### config.mk
export PLATFORM = sky130hd
export DESIGN_NAME = byte_pack_stage_flat
export DESIGN_NICKNAME = d
export VERILOG_FILES = /design/src/rtl/byte_pack_stage_if.sv /design/src/rtl/byte_pack_stage.sv /design/src/flat_wrapper.sv
export SDC_FILE = /design/constraint.sdc
export NUM_CORES = 1
export LEC_CHECK = 0
export CELL_PAD_IN_SITES_DETAIL_PLACEMENT = 0
export CELL_PAD_IN_SITES_GLOBAL_PLACEMENT = 2
export CORE_MARGIN = 2
export CORE_UTILIZATION = 41
export CTS_CLUSTER_SIZE = 40
export DETAILED_ROUTE_END_ITERATION = 6
export PLACE_DENSITY = 0.91
export SLEW_MARGIN = 20
export SYNTH_ARGS = -nofsm -noshare
export SYNTH_HDL_FRONTEND = slang
export SYNTH_SLANG_ARGS = --single-unit
### constraint.sdc
create_clock -name clk -period 9.3 [get_ports clk]
set_clock_uncertainty 0.15 [all_clocks]
set_input_delay 2.79 -clock clk [delete_from_list [all_inputs] [get_ports clk]]
set_output_delay 2.79 -clock clk [all_outputs]
set_load 0.05 [all_outputs]
### src/rtl/byte_pack_stage_if.sv
// Byte-stream handshake bundle for byte_pack_stage: upstream bytes in, packed
// data/checksum bytes out. The slave modport is the packer's view.
interface byte_pack_stage_if;
    logic [7:0] in_data;
    logic       in_valid;
    logic       in_ready;
    logic [7:0] out_data;
    logic       out_valid;
    logic       out_ready;
    logic       out_is_csum;
    logic       pkt_done;

    modport master (
        output in_data, in_valid, out_ready,
        input  in_ready, out_data, out_valid, out_is_csum, pkt_done
    );

    modport slave (
        input  in_data, in_valid, out_ready,
        output in_ready, out_data, out_valid, out_is_csum, pkt_done
    );
endinterface

### src/rtl/byte_pack_stage.sv
// Buffers incoming bytes in a small FIFO and emits them in packets of PKT_LEN
// data bytes, each followed by a mod-256 checksum byte.
module byte_pack_stage #(
    parameter int PKT_LEN = 4,
    parameter int DEPTH   = 4
) (
    input  logic              clk,
    input  logic              rstn,
    byte_pack_stage_if.slave  bus
);
    localparam int AW = $clog2(DEPTH);
    localparam int OW = $clog2(DEPTH + 1);
    localparam int CW = $clog2(PKT_LEN + 1);
    localparam logic [CW-1:0] LAST_CNT = CW'(PKT_LEN - 1);
    localparam logic [OW-1:0] FULL_OCC = OW'(DEPTH);

    typedef enum logic {S_DATA, S_CSUM} state_t;

    state_t          state_q, state_d;
    logic [7:0]      mem_q [DEPTH];
    logic [AW-1:0]   wr_ptr_q, wr_ptr_d;
    logic [AW-1:0]   rd_ptr_q, rd_ptr_d;
    logic [OW-1:0]   occ_q, occ_d;
    logic [7:0]      sum_q, sum_d;
    logic [CW-1:0]   cnt_q, cnt_d;
    logic [7:0]      out_data_q, out_data_d;
    logic            out_valid_q, out_valid_d;
    logic            out_is_csum_q, out_is_csum_d;
    logic            pkt_done_q, pkt_done_d;

    logic fifo_full, fifo_empty, push, pop, out_free, load_csum;

    function automatic logic [7:0] csum_add(input logic [7:0] acc, input logic [7:0] b);
        return acc + b;
    endfunction

    assign fifo_full    = (occ_q == FULL_OCC);
    assign fifo_empty   = (occ_q == '0);
    // A pop never frees room for a same-cycle write: readiness looks only at occupancy.
    assign bus.in_ready = !fifo_full && rstn;
    assign push         = bus.in_valid && bus.in_ready;
    assign out_free     = !out_valid_q || bus.out_ready;
    assign pop          = (state_q == S_DATA) && out_free && !fifo_empty;
    assign load_csum    = (state_q == S_CSUM) && out_free;

    // FIFO pointers and occupancy
    always_comb begin
        wr_ptr_d = wr_ptr_q;
        rd_ptr_d = rd_ptr_q;
        occ_d    = occ_q;
        if (push) wr_ptr_d = wr_ptr_q + AW'(1);
        if (pop)  rd_ptr_d = rd_ptr_q + AW'(1);
        case ({push, pop})
            2'b10:   occ_d = occ_q + OW'(1);
            2'b01:   occ_d = occ_q - OW'(1);
            default: occ_d = occ_q;
        endcase
    end

    // FSM state register
    always_ff @(posedge clk) begin
        if (!rstn) state_q <= S_DATA;
        else       state_q <= state_d;
    end

    // FSM next state
    always_comb begin
        state_d = state_q;
        case (state_q)
            S_DATA:  if (pop && cnt_q == LAST_CNT) state_d = S_CSUM;
            S_CSUM:  if (out_free)                 state_d = S_DATA;
            default: state_d = S_DATA;
        endcase
    end

    // FSM outputs: output register load, running sum and byte count
    always_comb begin
        out_data_d    = out_data_q;
        out_valid_d   = out_valid_q;
        out_is_csum_d = out_is_csum_q;
        pkt_done_d    = 1'b0;
        sum_d         = sum_q;
        cnt_d         = cnt_q;
        if (pop) begin
            out_data_d    = mem_q[rd_ptr_q];
            out_valid_d   = 1'b1;
            out_is_csum_d = 1'b0;
            sum_d         = csum_add(sum_q, mem_q[rd_ptr_q]);
            cnt_d         = cnt_q + CW'(1);
        end else if (load_csum) begin
            out_data_d    = sum_q;
            out_valid_d   = 1'b1;
            out_is_csum_d = 1'b1;
            pkt_done_d    = 1'b1;
            sum_d         = '0;
            cnt_d         = '0;
        end else if (out_free) begin
            out_valid_d   = 1'b0;
        end
    end

    always_ff @(posedge clk) begin
        if (!rstn) begin
            wr_ptr_q      <= '0;
            rd_ptr_q      <= '0;
            occ_q         <= '0;
            sum_q         <= '0;
            cnt_q         <= '0;
            out_data_q    <= '0;
            out_valid_q   <= 1'b0;
            out_is_csum_q <= 1'b0;
            pkt_done_q    <= 1'b0;
        end else begin
            wr_ptr_q      <= wr_ptr_d;
            rd_ptr_q      <= rd_ptr_d;
            occ_q         <= occ_d;
            sum_q         <= sum_d;
            cnt_q         <= cnt_d;
            out_data_q    <= out_data_d;
            out_valid_q   <= out_valid_d;
            out_is_csum_q <= out_is_csum_d;
            pkt_done_q    <= pkt_done_d;
        end
    end

    // Storage carries no reset; occupancy alone decides what is live.
    always_ff @(posedge clk) begin
        if (push) mem_q[wr_ptr_q] <= bus.in_data;
    end

    assign bus.out_data    = out_data_q;
    assign bus.out_valid   = out_valid_q;
    assign bus.out_is_csum = out_is_csum_q;
    assign bus.pkt_done    = pkt_done_q;
endmodule

### src/flat_wrapper.sv
// flat-port wrapper written by rule: the top's interface ports become plain ports
module byte_pack_stage_flat 
#(
    parameter int PKT_LEN = 4,
    parameter int DEPTH   = 4
)
  (clk, rstn, bus_in_data, bus_in_valid, bus_out_ready, bus_in_ready, bus_out_data, bus_out_valid, bus_out_is_csum, bus_pkt_done);
  byte_pack_stage_if bus_i ();
  input  logic clk;
  input  logic rstn;
  input wire logic [$bits(bus_i.in_data)-1:0] bus_in_data;
  input wire logic [$bits(bus_i.in_valid)-1:0] bus_in_valid;
  input wire logic [$bits(bus_i.out_ready)-1:0] bus_out_ready;
  output wire logic [$bits(bus_i.in_ready)-1:0] bus_in_ready;
  output wire logic [$bits(bus_i.out_data)-1:0] bus_out_data;
  output wire logic [$bits(bus_i.out_valid)-1:0] bus_out_valid;
  output wire logic [$bits(bus_i.out_is_csum)-1:0] bus_out_is_csum;
  output wire logic [$bits(bus_i.pkt_done)-1:0] bus_pkt_done;
  assign bus_i.in_data = bus_in_data;
  assign bus_i.in_valid = bus_in_valid;
  assign bus_i.out_ready = bus_out_ready;
  assign bus_in_ready = bus_i.in_ready;
  assign bus_out_data = bus_i.out_data;
  assign bus_out_valid = bus_i.out_valid;
  assign bus_out_is_csum = bus_i.out_is_csum;
  assign bus_pkt_done = bus_i.pkt_done;
  byte_pack_stage #(.PKT_LEN(PKT_LEN), .DEPTH(DEPTH)) u_core (.clk(clk), .rstn(rstn), .bus(bus_i));
endmodule
==> results of run 1 <==
==> final cells by class <==
cell class,count,area (um2)
fillers,602,3440
flip-flops and latches,64,1600
multi-input cells,151,1100
repair buffers,24,238
clock buffers,9,124
well taps,80,100
clock inverters,7,71.3
inverters,10,37.5
==> metal layers <==
| metal | vias to the layer above | track usage, % | wire length (um) |
|---|---|---|---|
| met5 | - | 0 | 0 |
| met1 | 876 | 19.4 | 2430 |
| met4 | 0 | 6.25 | 38 |
| met3 | 2 | 5.62 | 206 |
| li1 | 927 | - | - |
| met2 | 31 | 24.9 | 2440 |
==> power groups by stage <==
| stage | clock, mW | sequential, mW | combinational [mW] |
|---|---|---|---|
| 6_report | 0.235 | 0.396 | 0.417 |
| 5_1_grt | 0.253 | 0.405 | 0.472 |
| 4_1_cts | 0.242 | 0.397 | 0.419 |
| 3_5_place_dp | 0 | 0.403 | 0.418 |
| 3_3_place_gp | 0 | 0.402 | 0.415 |
| 2_1_floorplan | 0 | 0.438 | 0.290 |
==> cells by family after synthesis <==
logic type,Yosys count,share of synthesized area (%)
simple gates,78,12.9
flops,64,57.1
compound gates,41,9.72
buf+inv,25,3.70
fa+ha+maj,16,7.67
xor+xnor,8,2.50
mux,8,6.42
==> final timing paths <==
| check | start | to | slack (ps) | cells past startpoint |
|---|---|---|---|---|
| worst max-delay path | rstn | bus_in_ready | 1630 | 4 |
| worst min-delay path | u_core.bus.out_is_csum | u_core.bus.out_is_csum | 300 | 2 |
| worst max register to register | u_core.state_q | u_core.occ_q[2] | 6050 | 8 |
| worst min register to register | u_core.bus.out_is_csum | u_core.bus.out_is_csum | 300 | 2 |
==> through the flow <==
step | cells | utilization, %
2_1_floorplan | 240 | -
3_3_place_gp | 329 | 45.8
3_5_place_dp | 329 | 45.8
4_1_cts | 345 | 48.7
5_1_grt | 345 | 48.7
6_report | 345 | 48.7
==> registers in the layout, indices dropped and copies added (netlist names), named ones only <==
name / cells
u_core.mem_q: 32
u_core.bus.out_data: 8
u_core.sum_q: 8
u_core.cnt_q: 3
u_core.occ_q: 3
u_core.rd_ptr_q: 2
u_core.wr_ptr_q: 2
u_core.bus.out_is_csum: 1
u_core.bus.out_valid: 1
u_core.bus.pkt_done: 1
u_core.state_q: 1
==> cell usage in the layout (no fill, tap or decap), drive strengths merged, types with 3 or more instances in the layout <==
cell type      count
inv               11
clkdlybuf4s50     23
o21ai              4
clkbuf             9
a211oi             3
edfxtp            32
a31oi              3
nand4              4
and3               4
nor3               3
clkinv             3
o31ai              3
nand2             20
ha                14
nor2              22
a21oi             13
xor2               4
a311oi             7
nand3             16
or3                3
dfxtp             32
a21o               3
xnor2              4
mux4               8
==> worst min-delay path, delay by kind of cell, from the launching register on <==
kind,cells,cell delay (ps)
AO/OA/AOI/OAI,1,50
flip-flops,1,310
AND/OR/NAND/NOR,1,50
==> impl_metrics.toml, run 1 <==
[run_status]
status = "finished clean"

[global_route]
grt_usage_pct = 15.6
antenna_found_initial = 0
grt_overflow = 0
grt_max_degree = 36
grt_first_pass_wirelength_mm = 8.76
grt_pass1_vias = 1775

[placed_design]
place_hpwl_mm = 3.39
pre_cts_ws_ps = 1650
port_buffers = 23
gp_congestion = 0.776
placed_area_um2 = 3080

[worst_setup_path]
cp.arrival_ps = 4730
slowest_delay_ps = 880
crit_fanout = 8
cp-start-kind = "input pin"
path_cells = "clkdlybuf4s50_1 > inv_1 > a31oi_1 > clkdlybuf4s50_1"
cp_slowest_cell = "clkdlybuf4s50_1"
cpMostUsedCell = "clkdlybuf4s50_1"
crit_type = "in2out"
cp_top_family = "buffers and inverters"
required_ps = 6360
cp.buffers_inverters = 3
endpoint_kind = "primary output"

[synthesis]
syn_area_um2 = 2810
synth_ff_type = "edfxtp_1"
synth.largest_area_cell = "edfxtp_1"
yosysWarnings = 0
ys_top_cells_by_count = "dfxtp_1 (32), edfxtp_1 (32), nor2_1 (22), nand2_1 (20), nand3_1 (16)"
synth-edff-count = 32
synth_nets = 268
yosysUniqueCellTypes = 36
synth_seq_cells = 64
synth_cells = 240
async_flop_share_pct = 0
synth_area_per_cell_um2 = 11.7
synth_area_leaders = "edfxtp_1 (34%), dfxtp_1 (23%), mux4_2 (6.4%)"
seq_area_frac_synth_pct = 57.1
synth_top_area_share_pct = 34.2

[clock_network]
cts_resized = 0
clock_sinks = 64
htree_levels = 3
cts_tree = "yes"
clock_latency_ps = 340
post-cts-setup-buffer-count = 0
cts_root_buf = "clkbuf_8"
clk_pin_slew_ps = 70
cts_buffers = 9
holdBufCountCts = 0
clockBufferDepth = 2

[power]
switching_share_pct = 38.9
leakage_nw = 1.16
intPower_uw = 640
p_total_mw = 1.05
clkPwrFrac_pct = 22.5
power_frac_seq_pct = 37.8
vdd_drop_max_v = 0.000135
p_sw_uw = 407
power_density_nw_per_um2 = 320
power.share.combinational_pct = 39.8

[routing]
drc_errors = 0
final_antenna_net_count = 0
wl_mm = 5.11
post_drt_via_cell_ratio = 5.32
via_count = 1836
dr.pass1.iters = 4
post_drt_wl_per_cell_um = 14.8
drtIter0Drc = 112

[sta]
finalSetupTns_ps = 0
rsz0062_at_grt = "false"
drv_slew = 0
setup_viol_count_final = 0
whs_ps = 303
slew_headroom_pct = 49.5
fmax_mhz = 130
worstMarginPinSlew_ps = 756
hold_violations = 0
period_minus_slack_ps = 7670
setup_ws_ps = 1630
finalCritPeriodShare_pct = 82.5

[die]
core_um2 = 6720
initial_core_util_pct = 41.8
fp.dieH_um = 86.7
die_x_um = 86.7
dieArea_um2 = 7520
row_count = 30
num_io_pins = 24

[hold_path]
hp-class = "reg2reg"

[final_layout]
syn_to_final_growth_pct = 16.7
diodes = 0
fin_area_um2 = 3270
fin_nets = 288
drive_above_1_share_pct = 9.43

[job]
maxCapViolCount = 0
(Power assumes the default switching activity.)
==> run 2: changes to the inputs <==
--- a/config.mk
+++ b/config.mk
@@ -8,10 +8,10 @@
 export CELL_PAD_IN_SITES_DETAIL_PLACEMENT = 0
 export CELL_PAD_IN_SITES_GLOBAL_PLACEMENT = 2
 export CORE_MARGIN = 2
-export CORE_UTILIZATION = 41
+export CORE_UTILIZATION = 38
 export CTS_CLUSTER_SIZE = 40
 export DETAILED_ROUTE_END_ITERATION = 6
-export PLACE_DENSITY = 0.91
+export PLACE_DENSITY = 0.85
 export SLEW_MARGIN = 20
 export SYNTH_ARGS = -nofsm -noshare
 export SYNTH_HDL_FRONTEND = slang
==> constraint.sdc (replaced) <==
create_clock -name clk -period 7.7 [get_ports clk]
set_clock_uncertainty 0.15 [all_clocks]
set_input_delay 2.31 -clock clk [delete_from_list [all_inputs] [get_ports clk]]
set_output_delay 2.31 -clock clk [all_outputs]
set_load 0.05 [all_outputs]
==> run 2 against run 1 <==
Effect of this change:
- flip-flop and latch count did not move
- die area increased by 7.5%
- final cell count grew 5.5%
- register-to-register slack got worse by 1600 ps
- power rose by 25%
- largest power group unchanged
- non-clock buffer count unchanged
- sequential power grew 21%
- sequential share of layout area down 0.81 points
- combinational power is 20% higher
- critical path depth is the same
- clock power rose by 40%
==> impl_metrics.toml, run 2 (synthesized netlist as in run 1, its figures left out) <==
[worst_setup_path]
cp.arrival_ps = 4280
crit_fanout = 8
cp_top_family = "buffers and inverters"
cpMostUsedCell = "clkdlybuf4s50_1"
cp_slowest_cell = "clkdlybuf4s50_1"
crit_type = "in2out"
endpoint_kind = "primary output"
cp-start-kind = "input pin"
slowest_delay_ps = 880
required_ps = 5240
cp.buffers_inverters = 3
path_cells = "clkdlybuf4s50_1 > inv_1 > a31oi_1 > clkdlybuf4s50_1"

[sta]
drv_slew = 0
slew_headroom_pct = 51.3
setup_ws_ps = 962
fmax_mhz = 148
period_minus_slack_ps = 6740
worstMarginPinSlew_ps = 728
setup_viol_count_final = 0
finalSetupTns_ps = 0
hold_violations = 0
finalCritPeriodShare_pct = 87.5
rsz0062_at_grt = "false"

[global_route]
grt_first_pass_wirelength_mm = 8.71
grt_overflow = 0
antenna_found_initial = 0
grt_pass1_vias = 1809
grt_max_degree = 36
grt_usage_pct = 13.9

[clock_network]
cts_tree = "yes"
post-cts-setup-buffer-count = 0
holdBufCountCts = 0
clockBufferDepth = 2
clock_latency_ps = 350
cts_resized = 0
cts_buffers = 9
htree_levels = 3
clock_sinks = 64
clk_pin_slew_ps = 80
cts_root_buf = "clkbuf_8"

[routing]
dr.pass1.iters = 4
post_drt_wl_per_cell_um = 14.3
drtIter0Drc = 109
drc_errors = 0
via_count = 1830
wl_mm = 5.22
final_antenna_net_count = 0
post_drt_via_cell_ratio = 5.03

[power]
vdd_drop_max_v = 0.000131
p_total_mw = 1.31
power_density_nw_per_um2 = 393
leakage_nw = 1.17

[run_status]
status = "finished clean"

[die]
initial_core_util_pct = 38.9
core_um2 = 7210
fp.dieH_um = 89.9
row_count = 31
num_io_pins = 24
dieArea_um2 = 8090
die_x_um = 89.9

[final_layout]
drive_above_1_share_pct = 9.81
layout_common_cells = "dfxtp_1 (32), edfxtp_1 (32), clkdlybuf4s50_1 (23), nor2_1 (22), nand2_1 (20)"
fin_nets = 288
largest_register = "u_core.mem_q"
syn_to_final_growth_pct = 18.6
largest_reg_flops = 32
diodes = 0
utilization_pct = 46.1

[job]
maxCapViolCount = 0

[hold_path]
hp-class = "reg2reg"

[placed_design]
place_hpwl_mm = 3.40
gp_congestion = 0.691
pre_cts_ws_ps = 947
port_buffers = 23
==> run 2: cell count changes in the layout (fill, tap and decap cells not counted), sizes merged <==
cell	change
clkinv	-1
bufinv	+1
clkinvlp	-1
inv	+1
==> run 2: where the power goes <==
part	internal, mW	leakage (nW)	switching, mW
clock network	0.185	0.110	0.143
registers	0.424	0.553	0.0543
logic	0.200	0.510	0.301
total	0.809	1.17	0.499
==> run 2: tightest hold or removal path: stages (launching register included) <==
cell and delay, ps:
dfxtp_1 310, nand2_1 50, a21oi_1 50
==> run 2: worst paths after layout <==
| path | startpoint | to | slack (ps) | cells past startpoint |
|---|---|---|---|---|
| setup / recovery | rstn | bus_in_ready | 960 | 4 |
| hold / removal | u_core.bus.out_is_csum | u_core.bus.out_is_csum | 300 | 2 |
| setup reg to reg | u_core.state_q | u_core.occ_q[2] | 4440 | 8 |
| hold reg to reg | u_core.bus.out_is_csum | u_core.bus.out_is_csum | 300 | 2 |
==> run 2: layer usage <==
layer,GRT usage [%],share of wire (%)
met1,17.7,48
met2,21.5,46
met3,5.28,4.4
met4,5.77,1.4
met5,0,0
==> run 2: through the flow <==
stage | cells | hold slack (ps) | cell area (um2)
finish | 364 | 305 | 3330
global route | 364 | 344 | 3330
CTS | 364 | 311 | 3330
detailed placement | 348 | 300 | 3100
global placement | 348 | 294 | 3100
floorplan | 240 | 302 | 2810
==> run 2: cell type report <==
type | instances | area, um2
inverters | 10 | 37.5
clock inverters | 7 | 103
flip-flops and latches | 64 | 1600
multi-input cells | 151 | 1100
clock buffers | 9 | 124
well taps | 99 | 124
repair buffers | 24 | 238
fillers | 694 | 3880
==> run 3: changes to the inputs <==
--- a/config.mk
+++ b/config.mk
@@ -8,10 +8,11 @@
 export CELL_PAD_IN_SITES_DETAIL_PLACEMENT = 0
 export CELL_PAD_IN_SITES_GLOBAL_PLACEMENT = 2
 export CORE_MARGIN = 2
-export CORE_UTILIZATION = 38
+export CORE_UTILIZATION = 35
 export CTS_CLUSTER_SIZE = 40
 export DETAILED_ROUTE_END_ITERATION = 6
-export PLACE_DENSITY = 0.85
+export GPL_ROUTABILITY_DRIVEN = 1
+export PLACE_DENSITY = 0.8
 export SLEW_MARGIN = 20
 export SYNTH_ARGS = -nofsm -noshare
 export SYNTH_HDL_FRONTEND = slang
==> run 3 against run 2 <==
Effect of this change:
- register-to-register slack improved by 30 ps
- fmax barely moved
- core utilization fell by 3.9 points
- worst setup slack got worse by 0.54 ps
- critical path depth did not move
- via count rose by 0.87%
- final area fell by 1.4%
- sequential share of layout area rose by 0.66 points
- final cell count rose by 0.82%
- highest routed layer unchanged
==> impl_metrics.toml, run 3 (synthesized netlist as in run 1, its figures left out) <==
[worst_setup_path]
required_ps = 5240
crit_fanout = 8
r2r-start = "u_core.state_q"
crit_type = "in2out"
cp.arrival_ps = 4280
endpoint_kind = "primary output"
crit_start = "rstn"
cp-start-kind = "input pin"
cp_slowest_cell = "clkdlybuf4s50_1"
cp.buffers_inverters = 3
slowest_delay_ps = 890
cp_top_family = "buffers and inverters"
cpMostUsedCell = "clkdlybuf4s50_1"
path_cells = "clkdlybuf4s50_1 > inv_1 > a31oi_1 > clkdlybuf4s50_1"

[placed_design]
port_buffers = 23
place_hpwl_mm = 3.42
dpl.cell_count = 351
pre_cts_ws_ps = 957
gp_congestion = 0.781
placed_area_um2 = 3110

[final_layout]
layout_common_cells = "dfxtp_1 (32), edfxtp_1 (32), clkdlybuf4s50_1 (23), nor2_1 (22), nand2_1 (20)"
utilization_pct = 42.3
instances_no_fill = 367
seqCellArea_um2 = 1600
largest_register = "u_core.mem_q"
fin_nets = 288
n_fill_cell = 771
drive_above_1_share_pct = 9.43
syn_to_final_growth_pct = 17.0
largest_reg_flops = 32
multiInputGateArea_um2 = 1100
fin_area_um2 = 3280
diodes = 0

[routing]
wl_mm = 5.08
dr.pass1.iters = 5
final_antenna_net_count = 0
post_drt_wl_per_cell_um = 13.8
via_count = 1846
post_drt_via_cell_ratio = 5.03
drc_errors = 0
drtIter0Drc = 60

[sta]
period_minus_slack_ps = 6740
whs_ps = 313
drv_slew = 0
setup_ws_ps = 961
worstMarginPinSlew_ps = 718
hold_violations = 0
finalSetupTns_ps = 0
rsz0062_at_grt = "false"
slew_headroom_pct = 52.0
fmax_mhz = 148
setup_viol_count_final = 0
finalCritPeriodShare_pct = 87.5

[hold_path]
hp-class = "reg2reg"
hp-start = "u_core.bus.out_is_csum"

[power]
vdd_drop_max_v = 0.000142
p_total_mw = 1.24
p_sw_uw = 493
switching_share_pct = 39.9
leakage_nw = 1.15
power.share.combinational_pct = 40.5
intPower_uw = 743
power_density_nw_per_um2 = 376
power_frac_seq_pct = 38.6
clkPwrFrac_pct = 20.9

[clock_network]
clock_sinks = 64
cts_resized = 0
cts_buffers = 9
htree_levels = 3
holdBufCountCts = 0
clockBufferDepth = 2
clock_latency_ps = 350
cts_root_buf = "clkbuf_8"
post-cts-setup-buffer-count = 0
clk_pin_slew_ps = 70
cts_tree = "yes"

[die]
num_io_pins = 24
die_x_um = 93.5
row_count = 32
dieArea_um2 = 8750
fp.dieH_um = 93.5
core_um2 = 7770
initial_core_util_pct = 36.1

[global_route]
grt_max_degree = 36
grt_first_pass_wirelength_mm = 8.49
grt_usage_pct = 12.9
grt_overflow = 0
grt_pass1_vias = 1776
antenna_found_initial = 0

[run_status]
status = "finished clean"

[job]
maxCapViolCount = 0
[run 3: cell count changes in the layout (fill, tap and decap cells not counted), sizes merged]
cell	before	now
bufinv	2	0
clkinvlp	1	2
inv	12	13
[run 3: cell type report]
cell class | count | share of cell area [%]
well taps | 102 | 3.89
inverters | 10 | 1.14
repair buffers | 24 | 7.24
clock buffers | 9 | 3.77
clock inverters | 7 | 1.64
multi-input cells | 151 | 33.6
flip-flops and latches | 64 | 48.8
[run 3: path summary, 6_finish.rpt]
check | to | slack, ps | depth (start not counted)
setup reg to reg | u_core.occ_q[2] | 4470 | 8
hold reg to reg | u_core.bus.out_is_csum | 310 | 2
setup / recovery | bus_in_ready | 960 | 4
hold / removal | u_core.bus.out_is_csum | 310 | 2
[run 3: tightest hold or removal path, stage by stage, from the launching register on]
cell and delay, ps:
dfxtp_1 310, nand2_1 50, a21oi_1 50
[run 3: power groups by stage]
| stage | registers, mW | clock network, mW | logic (mW) |
|---|---|---|---|
| 2_1_floorplan | 0.529 | 0 | 0.350 |
| 3_3_place_gp | 0.484 | 0 | 0.499 |
| 3_5_place_dp | 0.486 | 0 | 0.502 |
| 4_1_cts | 0.479 | 0.266 | 0.503 |
| 5_1_grt | 0.487 | 0.282 | 0.564 |
| 6_report | 0.477 | 0.258 | 0.501 |
[run 3: metal layers]
layer	wire length, um	vias up	part of all wire (%)	track usage [%]
li1	-	926	-	-
met2	2260	39	44	18.9
met4	87	0	1.7	5.07
met5	0	-	0	0
met3	252	9	5.0	5.16
met1	2480	872	49	17.2
